**config.mk**
```make
export PLATFORM = sky130hd
export DESIGN_NAME = ets_sweep_sequencer_flat
export DESIGN_NICKNAME = d
export VERILOG_FILES = /design/src/rtl/ets_sweep_sequencer_pkg.sv /design/src/rtl/ets_sweep_sequencer_if.sv /design/src/rtl/ets_sweep_sequencer_ram.sv /design/src/rtl/ets_sweep_sequencer.sv /design/src/flat_wrapper.sv
export SDC_FILE = /design/constraint.sdc
export NUM_CORES = 2
export LEC_CHECK = 0
export ABC_CLOCK_PERIOD_IN_PS = 6810
export BUFFER_PORTS_ARGS = -buffer_cell sky130_fd_sc_hd__buf_2
export CAP_MARGIN = 15
export CORE_ASPECT_RATIO = 0.75
export CORE_MARGIN = 3
export CORE_UTILIZATION = 60
export CTS_CLUSTER_DIAMETER = 60
export CTS_CLUSTER_SIZE = 14
export DETAILED_ROUTE_END_ITERATION = 8
export GPL_TIMING_DRIVEN = 0
export PLACE_DENSITY_LB_ADDON = 0.08
export RECOVER_POWER = 50
export SLEW_MARGIN = 15
export SYNTH_ARGS = -nofsm -noshare
export SYNTH_HDL_FRONTEND = slang
export SYNTH_SLANG_ARGS = --single-unit
```
**constraint.sdc**
```tcl
create_clock -name clk -period 6.81 [get_ports clk]
set_clock_uncertainty 0.15 [all_clocks]
set_input_delay 1.7025 -clock clk [delete_from_list [all_inputs] [get_ports clk]]
set_output_delay 1.7025 -clock clk [all_outputs]
set_load 0.05 [all_outputs]
```
**src/rtl/ets_sweep_sequencer_pkg.sv**
```systemverilog
// ---------------------------------------------------------------------------
// ets_sweep_pkg
// Shared definitions for the ETS sweep sequencer: FSM state encoding, the
// word stored when a sampler run times out, and the point-count clamp helper.
// ---------------------------------------------------------------------------
package ets_sweep_pkg;

  typedef enum logic [1:0] {
    ST_IDLE   = 2'd0,
    ST_SETTLE = 2'd1,
    ST_RUN    = 2'd2,
    ST_WAIT   = 2'd3
  } sweep_state_t;

  localparam logic [31:0] TIMEOUT_SENTINEL = 32'hFFFF_FFFF;

  // Limits a requested point count to the number of buffer entries.
  function automatic logic [31:0] STEP_COUNT_MAX(input logic [31:0] req,
                                                 input logic [31:0] depth);
    logic [31:0] res;
    if (req > depth) begin
      res = depth;
    end else begin
      res = req;
    end
    return res;
  endfunction

endpackage

```
**src/rtl/ets_sweep_sequencer_if.sv**
```systemverilog
// ---------------------------------------------------------------------------
// ets_sweep_if
// Bundles the sweep sequencer's configuration, clock-generator, sampler and
// buffer read-back signals.
//   master : the sequencer side (drives timing_control, request_run, rd_data,
//            busy, done, error, points_captured)
//   slave  : the environment side (drives start/abort, sweep setup, locked,
//            sampler result and rd_addr)
// Parameter DEPTH must match the sequencer's DEPTH.
// ---------------------------------------------------------------------------
interface ets_sweep_if #(
  parameter int DEPTH = 64
);
  localparam int AW = $clog2(DEPTH);

  logic          start;
  logic          abort;
  logic [31:0]   phase_start;
  logic [31:0]   phase_step;
  logic [AW:0]   step_count;
  logic [31:0]   timing_control;
  logic          locked;
  logic          request_run;
  logic          result_ready;
  logic [31:0]   sampler_result;
  logic [AW-1:0] rd_addr;
  logic [31:0]   rd_data;
  logic          busy;
  logic          done;
  logic          error;
  logic [AW:0]   points_captured;

  modport master (
    input  start, abort, phase_start, phase_step, step_count,
    input  locked, result_ready, sampler_result, rd_addr,
    output timing_control, request_run, rd_data, busy, done, error,
    output points_captured
  );

  modport slave (
    output start, abort, phase_start, phase_step, step_count,
    output locked, result_ready, sampler_result, rd_addr,
    input  timing_control, request_run, rd_data, busy, done, error,
    input  points_captured
  );

endinterface

```
**src/rtl/ets_sweep_sequencer_ram.sv**
```systemverilog
// ---------------------------------------------------------------------------
// ets_result_ram
// Simple dual-port result buffer, DEPTH x 32.
//   clk, reset : clock, synchronous active-high reset (read register only)
//   we_i, waddr_i, wdata_i : write port
//   raddr_i, rdata_o       : registered read port, one-cycle latency; a read
//                            of the address written in the same cycle
//                            returns the old contents
// ---------------------------------------------------------------------------
module ets_result_ram #(
  parameter int DEPTH = 64,
  parameter int AW    = $clog2(DEPTH)
) (
  input  logic          clk,
  input  logic          reset,
  input  logic          we_i,
  input  logic [AW-1:0] waddr_i,
  input  logic [31:0]   wdata_i,
  input  logic [AW-1:0] raddr_i,
  output logic [31:0]   rdata_o
);

  logic [31:0] mem_q [DEPTH];
  logic [31:0] rdata_q;

  // Write port; storage is deliberately left unreset.
  always_ff @(posedge clk) begin
    if (we_i) begin
      mem_q[waddr_i] <= wdata_i;
    end
  end

  // Registered read port.
  always_ff @(posedge clk) begin
    if (reset) begin
      rdata_q <= 32'd0;
    end else begin
      rdata_q <= mem_q[raddr_i];
    end
  end

  assign rdata_o = rdata_q;

endmodule

```
**src/rtl/ets_sweep_sequencer.sv**
```systemverilog
// ---------------------------------------------------------------------------
// ets_sweep_sequencer
// Steps the ETS clock generator through a series of phase words, fires one
// sampler run per point once the clock has settled and locked, and stores
// each result in an on-chip buffer for read-back.
//   clk   : system clock
//   reset : synchronous, active-high
//   bus   : ets_sweep_if.master (setup, clock-generator timing control and
//           lock, sampler handshake, buffer read port, status)
// Optional feature: define ETS_SWEEP_TIMEOUT_EN to bound the wait for a
// sampler result to TIMEOUT_CYCLES; a timed-out point stores the sentinel
// word and raises the sticky error flag. Without it, error is tied low.
// ---------------------------------------------------------------------------
module ets_sweep_sequencer
  import ets_sweep_pkg::*;
#(
  parameter int DEPTH          = 64,
  parameter int SETTLE_CYCLES  = 256,
  parameter int TIMEOUT_CYCLES = 1048576
) (
  input  logic        clk,
  input  logic        reset,
  ets_sweep_if.master bus
);

  localparam int AW = $clog2(DEPTH);
  localparam int SW = $clog2(SETTLE_CYCLES + 1);
  localparam logic [SW-1:0] SETTLE_LAST = SW'(SETTLE_CYCLES - 1);

  sweep_state_t  state_q;
  logic [31:0]   tc_q;
  logic [31:0]   step_q;
  logic [AW:0]   count_q;
  logic [AW:0]   pcap_q;
  logic [AW-1:0] idx_q;
  logic [SW-1:0] settle_q;
  logic          req_q;
  logic          done_q;

  logic [AW:0]   clamp_d;
  logic          last_d;
  logic          wr_en_d;
  logic [31:0]   wr_data_d;

`ifdef ETS_SWEEP_TIMEOUT_EN
  localparam int TW = $clog2(TIMEOUT_CYCLES + 1);
  localparam logic [TW-1:0] TMO_LAST = TW'(TIMEOUT_CYCLES - 1);
  logic [TW-1:0] tmo_q;
  logic          err_q;
  logic          timed_out_d;
`endif

  assign clamp_d = (AW+1)'(STEP_COUNT_MAX(32'(bus.step_count), 32'(DEPTH)));
  assign last_d  = (({1'b0, idx_q} + (AW+1)'(1)) == count_q);

  // Buffer write request: a sampler result, or the sentinel when the wait expires.
  always_comb begin
    wr_en_d   = 1'b0;
    wr_data_d = bus.sampler_result;
`ifdef ETS_SWEEP_TIMEOUT_EN
    timed_out_d = 1'b0;
`endif
    if (state_q == ST_WAIT) begin
      if (bus.result_ready) begin
        wr_en_d = 1'b1;
      end
`ifdef ETS_SWEEP_TIMEOUT_EN
      else if (tmo_q == TMO_LAST) begin
        wr_en_d     = 1'b1;
        wr_data_d   = TIMEOUT_SENTINEL;
        timed_out_d = 1'b1;
      end
`endif
      else begin
        wr_en_d = 1'b0;
      end
    end else begin
      wr_en_d = 1'b0;
    end
  end

  // Sweep FSM with settle/timeout counters and the phase accumulator.
  always_ff @(posedge clk) begin
    if (reset) begin
      state_q  <= ST_IDLE;
      tc_q     <= 32'd0;
      step_q   <= 32'd0;
      count_q  <= '0;
      pcap_q   <= '0;
      idx_q    <= '0;
      settle_q <= '0;
      req_q    <= 1'b0;
      done_q   <= 1'b0;
`ifdef ETS_SWEEP_TIMEOUT_EN
      tmo_q    <= '0;
      err_q    <= 1'b0;
`endif
    end else begin
      req_q <= 1'b0;
      case (state_q)
        ST_IDLE: begin
          // abort is meaningless here, so start always wins
          if (bus.start) begin
            tc_q    <= bus.phase_start;
            step_q  <= bus.phase_step;
            count_q <= clamp_d;
            idx_q   <= '0;
            pcap_q  <= '0;
`ifdef ETS_SWEEP_TIMEOUT_EN
            err_q   <= 1'b0;
`endif
            if (clamp_d == '0) begin
              done_q <= 1'b1;
            end else begin
              done_q   <= 1'b0;
              settle_q <= '0;
              state_q  <= ST_SETTLE;
            end
          end
        end
        ST_SETTLE: begin
          if (bus.abort) begin
            state_q <= ST_IDLE;
          end else if (settle_q != SETTLE_LAST) begin
            settle_q <= settle_q + SW'(1);
          end else if (bus.locked) begin
            req_q   <= 1'b1;
            state_q <= ST_RUN;
          end
        end
        ST_RUN: begin
          if (bus.abort) begin
            state_q <= ST_IDLE;
          end else begin
            state_q <= ST_WAIT;
          end
`ifdef ETS_SWEEP_TIMEOUT_EN
          tmo_q <= '0;
`endif
        end
        ST_WAIT: begin
          // the point is stored even when abort arrives in the same cycle
          if (wr_en_d) begin
            pcap_q <= pcap_q + (AW+1)'(1);
          end
`ifdef ETS_SWEEP_TIMEOUT_EN
          if (timed_out_d) begin
            err_q <= 1'b1;
          end
`endif
          if (bus.abort) begin
            state_q <= ST_IDLE;
          end else if (wr_en_d) begin
            if (last_d) begin
              done_q  <= 1'b1;
              state_q <= ST_IDLE;
            end else begin
              tc_q     <= tc_q + step_q;
              idx_q    <= idx_q + AW'(1);
              settle_q <= '0;
              state_q  <= ST_SETTLE;
            end
          end
`ifdef ETS_SWEEP_TIMEOUT_EN
          else begin
            tmo_q <= tmo_q + TW'(1);
          end
`endif
        end
        default: begin
          state_q <= ST_IDLE;
        end
      endcase
    end
  end

  ets_result_ram #(
    .DEPTH (DEPTH),
    .AW    (AW)
  ) u_ram (
    .clk     (clk),
    .reset   (reset),
    .we_i    (wr_en_d),
    .waddr_i (idx_q),
    .wdata_i (wr_data_d),
    .raddr_i (bus.rd_addr),
    .rdata_o (bus.rd_data)
  );

  assign bus.timing_control  = tc_q;
  assign bus.request_run     = req_q;
  assign bus.busy            = (state_q != ST_IDLE);
  assign bus.done            = done_q;
  assign bus.points_captured = pcap_q;
`ifdef ETS_SWEEP_TIMEOUT_EN
  assign bus.error = err_q;
`else
  assign bus.error = 1'b0;
`endif

endmodule

```
**src/flat_wrapper.sv**
```systemverilog
// flat-port wrapper written by rule: the top's interface ports become plain ports
module ets_sweep_sequencer_flat import ets_sweep_pkg::*;
#(
  parameter int DEPTH          = 64,
  parameter int SETTLE_CYCLES  = 256,
  parameter int TIMEOUT_CYCLES = 1048576
)
  (clk, reset, bus_start, bus_abort, bus_phase_start, bus_phase_step, bus_step_count, bus_locked, bus_result_ready, bus_sampler_result, bus_rd_addr, bus_timing_control, bus_request_run, bus_rd_data, bus_busy, bus_done, bus_error, bus_points_captured);
  ets_sweep_if #(.DEPTH(DEPTH)) bus_i ();
  input  logic clk;
  input  logic reset;
  input wire logic [$bits(bus_i.start)-1:0] bus_start;
  input wire logic [$bits(bus_i.abort)-1:0] bus_abort;
  input wire logic [$bits(bus_i.phase_start)-1:0] bus_phase_start;
  input wire logic [$bits(bus_i.phase_step)-1:0] bus_phase_step;
  input wire logic [$bits(bus_i.step_count)-1:0] bus_step_count;
  input wire logic [$bits(bus_i.locked)-1:0] bus_locked;
  input wire logic [$bits(bus_i.result_ready)-1:0] bus_result_ready;
  input wire logic [$bits(bus_i.sampler_result)-1:0] bus_sampler_result;
  input wire logic [$bits(bus_i.rd_addr)-1:0] bus_rd_addr;
  output wire logic [$bits(bus_i.timing_control)-1:0] bus_timing_control;
  output wire logic [$bits(bus_i.request_run)-1:0] bus_request_run;
  output wire logic [$bits(bus_i.rd_data)-1:0] bus_rd_data;
  output wire logic [$bits(bus_i.busy)-1:0] bus_busy;
  output wire logic [$bits(bus_i.done)-1:0] bus_done;
  output wire logic [$bits(bus_i.error)-1:0] bus_error;
  output wire logic [$bits(bus_i.points_captured)-1:0] bus_points_captured;
  assign bus_i.start = bus_start;
  assign bus_i.abort = bus_abort;
  assign bus_i.phase_start = bus_phase_start;
  assign bus_i.phase_step = bus_phase_step;
  assign bus_i.step_count = bus_step_count;
  assign bus_i.locked = bus_locked;
  assign bus_i.result_ready = bus_result_ready;
  assign bus_i.sampler_result = bus_sampler_result;
  assign bus_i.rd_addr = bus_rd_addr;
  assign bus_timing_control = bus_i.timing_control;
  assign bus_request_run = bus_i.request_run;
  assign bus_rd_data = bus_i.rd_data;
  assign bus_busy = bus_i.busy;
  assign bus_done = bus_i.done;
  assign bus_error = bus_i.error;
  assign bus_points_captured = bus_i.points_captured;
  ets_sweep_sequencer #(.DEPTH(DEPTH), .SETTLE_CYCLES(SETTLE_CYCLES), .TIMEOUT_CYCLES(TIMEOUT_CYCLES)) u_core (.clk(clk), .reset(reset), .bus(bus_i));
endmodule
```
==> reports/metrics.csv <==
metric;value;unit
die span in x;439;microns
CTS root buf;clkbuf_16;
Post-synth EDFFs;2048;
synthesized instance count;3863;
Final ANT Viol Nets;0;
Avg Inst Size Synth;21.9;sq um
fmax;186;MHz
Max stage delay on crit path;900;ps
final standard cell utilization of the core;68.4;%
port bufs;180;
crit path DAT;5870;ps
Die Area;0.145;sq mm
routed len/inst;36.4;microns
synthesized flop and latch total;2177;
Commonest cells post-synth;edfxtp_1, mux4_2, nor2_1;
period utilization;79.1;%
Mapped Area;0.0845;sq mm
clk buf depth;3;
die height;331;microns
CTS sink cnt;2177;
Worst IR Drop VDD;235;uV
cts hold-fix bufs;0;
Synth cell types;64;
final WL;227000;microns
Iter 0 DRT Violations;7716;
ranking of synthesized cells by area;edfxtp_1, mux4_2, dfxtp_1, nor2_1, a21oi_1;
endpoints failing setup;0;
clock-pin slew on the worst setup and hold paths;70;ps
CP max-delay cell;buf_1;
initial core utilization;60.8;%
later-pin clock latency in the skew report;820;ps
failing checks;capacitance limit, slew limit;
DRC Markers;0;
initial antenna violation count;14;
total CTS buffers;175;
FILL cells;8586;
Synthesized Nets;4014;
worst hold path type;flip-flop to flip-flop;
CP cell instances;buf_2 > buf_2 > buf_1 > clkbuf_1 > mux4_2 > mux4_2 > mux2i_1 > a211oi_1;
PostCTS Resize Cnt;0;
synth warn;0;
worst endpoint required time;7290;ps
# Max-Cap Violations;36;
min Tclk post-route;5390;ps
Pwr Density;273;mW/mm^2
Final Slew Violations;2116;
Worst setup EP type;flip-flop;
first-pass GRT wire length;320000;microns
Post-CTS Setup Inserts;0;
startpoint types;primary input;
Max FO, Critical Path;10;
CP top delay family;buffers and inverters;
RSZ-0062 raised after global routing;false;
gpl congestion;0.894;
Core Box Area;0.139;sq mm
run status;finished, violations left;
remaining global-route overflow;0;
worst slew pin tran;3390;ps
dpl hpwl;149000;microns
top-area cell type share of the netlist area;72.8;%
buffers and inverters on the worst path;4;
largest net degree at the start of global routing;65;
final number of hold-violating endpoints;0;
CTS tree;built;
Final nets;4464;
async set-reset flop share out of synthesis;0;%
routed via count;43700;
Core Rows;118;
Primary FF master, synth;edfxtp_1;
H-tree depth;4;
GR Util All Layers;31.8;%
share of cells above drive strength 1;28.2;%
count leader, synth;edfxtp_1;
sequential area share after synthesis;75.8;%
Leak Pwr;29.7;nW
Slew headroom;-126;%
area leader, netlist;edfxtp_1;
Ports;190;
Vias/cell;7.01;
vias in the first global route;41800;
Area growth, synth to finish;12.4;%
Crit Path Class;primary input to flip-flop;
Pre-antenna DRT Iters;8;
Power Total;0.0259;W
final cells by class:
type                       count  area, sq um  share of cell area (%)
inverter                      14         52.6                  0.0553
clock buffer                 223         4720                    4.97
multi-input combinational   1448        19800                    20.9
antenna                        2         5.00                 0.00527
tap                         1860         2330                    2.45
buffer                       224          970                    1.02
sequential                  2177        64100                    67.5
clock inverter                10          119                   0.125
timing repair buffer         273         2890                    3.04
routing by layer:
layer	part of all wire [%]	global-route usage, %	wire length, microns
met1	41	51.5	92100
met2	43	43.7	98200
met3	13	7.52	29600
met4	3.0	9.70	6740
met5	0.012	0	27
worst register-to-register path, stage by stage (launching register included):
cell	delay, ps
dfxtp_1	300
buf_2	160
clkbuf_1	220
or3b_2	620
or2_0	550
nor2_1	1510
buf_12	300
stage by stage:
step | setup TNS (ps) | std cells | hold WS [ps] | cell area, sq um | setup WS, ps
floorplan | 0 | 3863 | 290 | 84500 | 2470
global placement | -42110 | 5903 | 297 | 87700 | -204
detailed placement | 0 | 5995 | 303 | 90300 | 661
CTS | 0 | 6228 | 311 | 95100 | 1500
global route | 0 | 6230 | 330 | 95000 | 1410
finish | 0 | 6231 | 310 | 95000 | 1420
flip-flops by register name (all words and copies together), names as in the netlist:
name	flops
u_core.u_ram.mem_q	2048
u_core.bus.timing_control	32
u_core.step_q	32
u_core.u_ram.rdata_o	32
u_core.settle_q	9
u_core.bus.points_captured	7
u_core.count_q	7
u_core.idx_q	6
u_core.state_q	2
u_core.bus.done	1
u_core.bus.request_run	1
worst paths after layout:
kind                                         from                         end  slack [ps]  depth (start not counted)
worst max-delay path               bus_rd_addr[1]     u_core.u_ram.rdata_o[3]        1420                          8
worst min-delay path            u_core.step_q[21]           u_core.step_q[21]         310                          2
worst min register to register  u_core.step_q[21]           u_core.step_q[21]         310                          2
worst max register to register    u_core.idx_q[2]  u_core.u_ram.mem_q[26][29]        2650                          6
where the power goes:
group          internal [W]  leakage (nW)  total, W  switching (W)
combinational      0.000630          7.93   0.00186        0.00123
clock               0.00485          2.35   0.00931        0.00446
sequential           0.0147          19.5    0.0148      0.0000453
cells in the final DEF (no fill, tap or decap), types with 23 or more instances in the layout:
| cell type | Yosys | final |
|---|---|---|
| edfxtp_1 | 2048 | 2048 |
| mux4_2 | 654 | 654 |
| buf_2 | 56 | 202 |
| clkbuf_1 | 125 | 198 |
| clkbuf_16 | 0 | 182 |
| nand2_1 | 130 | 130 |
| dfxtp_1 | 129 | 129 |
| a21oi_1 | 107 | 107 |
| nor2_1 | 148 | 92 |
| buf_12 | 0 | 58 |
| nor2_4 | 0 | 56 |
| a211oi_1 | 56 | 56 |
| nor2b_1 | 35 | 35 |
| ha_1 | 35 | 35 |
| o21ai_0 | 32 | 32 |
| buf_16 | 0 | 30 |
| buf_1 | 30 | 26 |
| xnor2_1 | 23 | 23 |
cells by family (layout without fill, tap and decap cells):
logic type | after synthesis | in the layout | synth area share [%]
xor+xnor | 37 | 37 | 0.383
other cells | 1 | 3 | 0.00444
simple gates | 425 | 425 | 2.32
fa+ha+maj | 36 | 36 | 0.542
flops | 2177 | 2177 | 75.8
mux | 676 | 676 | 17.7
buf+inv | 238 | 744 | 1.20
compound gates | 273 | 273 | 2.03
No activity file was read; power rests on OpenSTA's default activity.
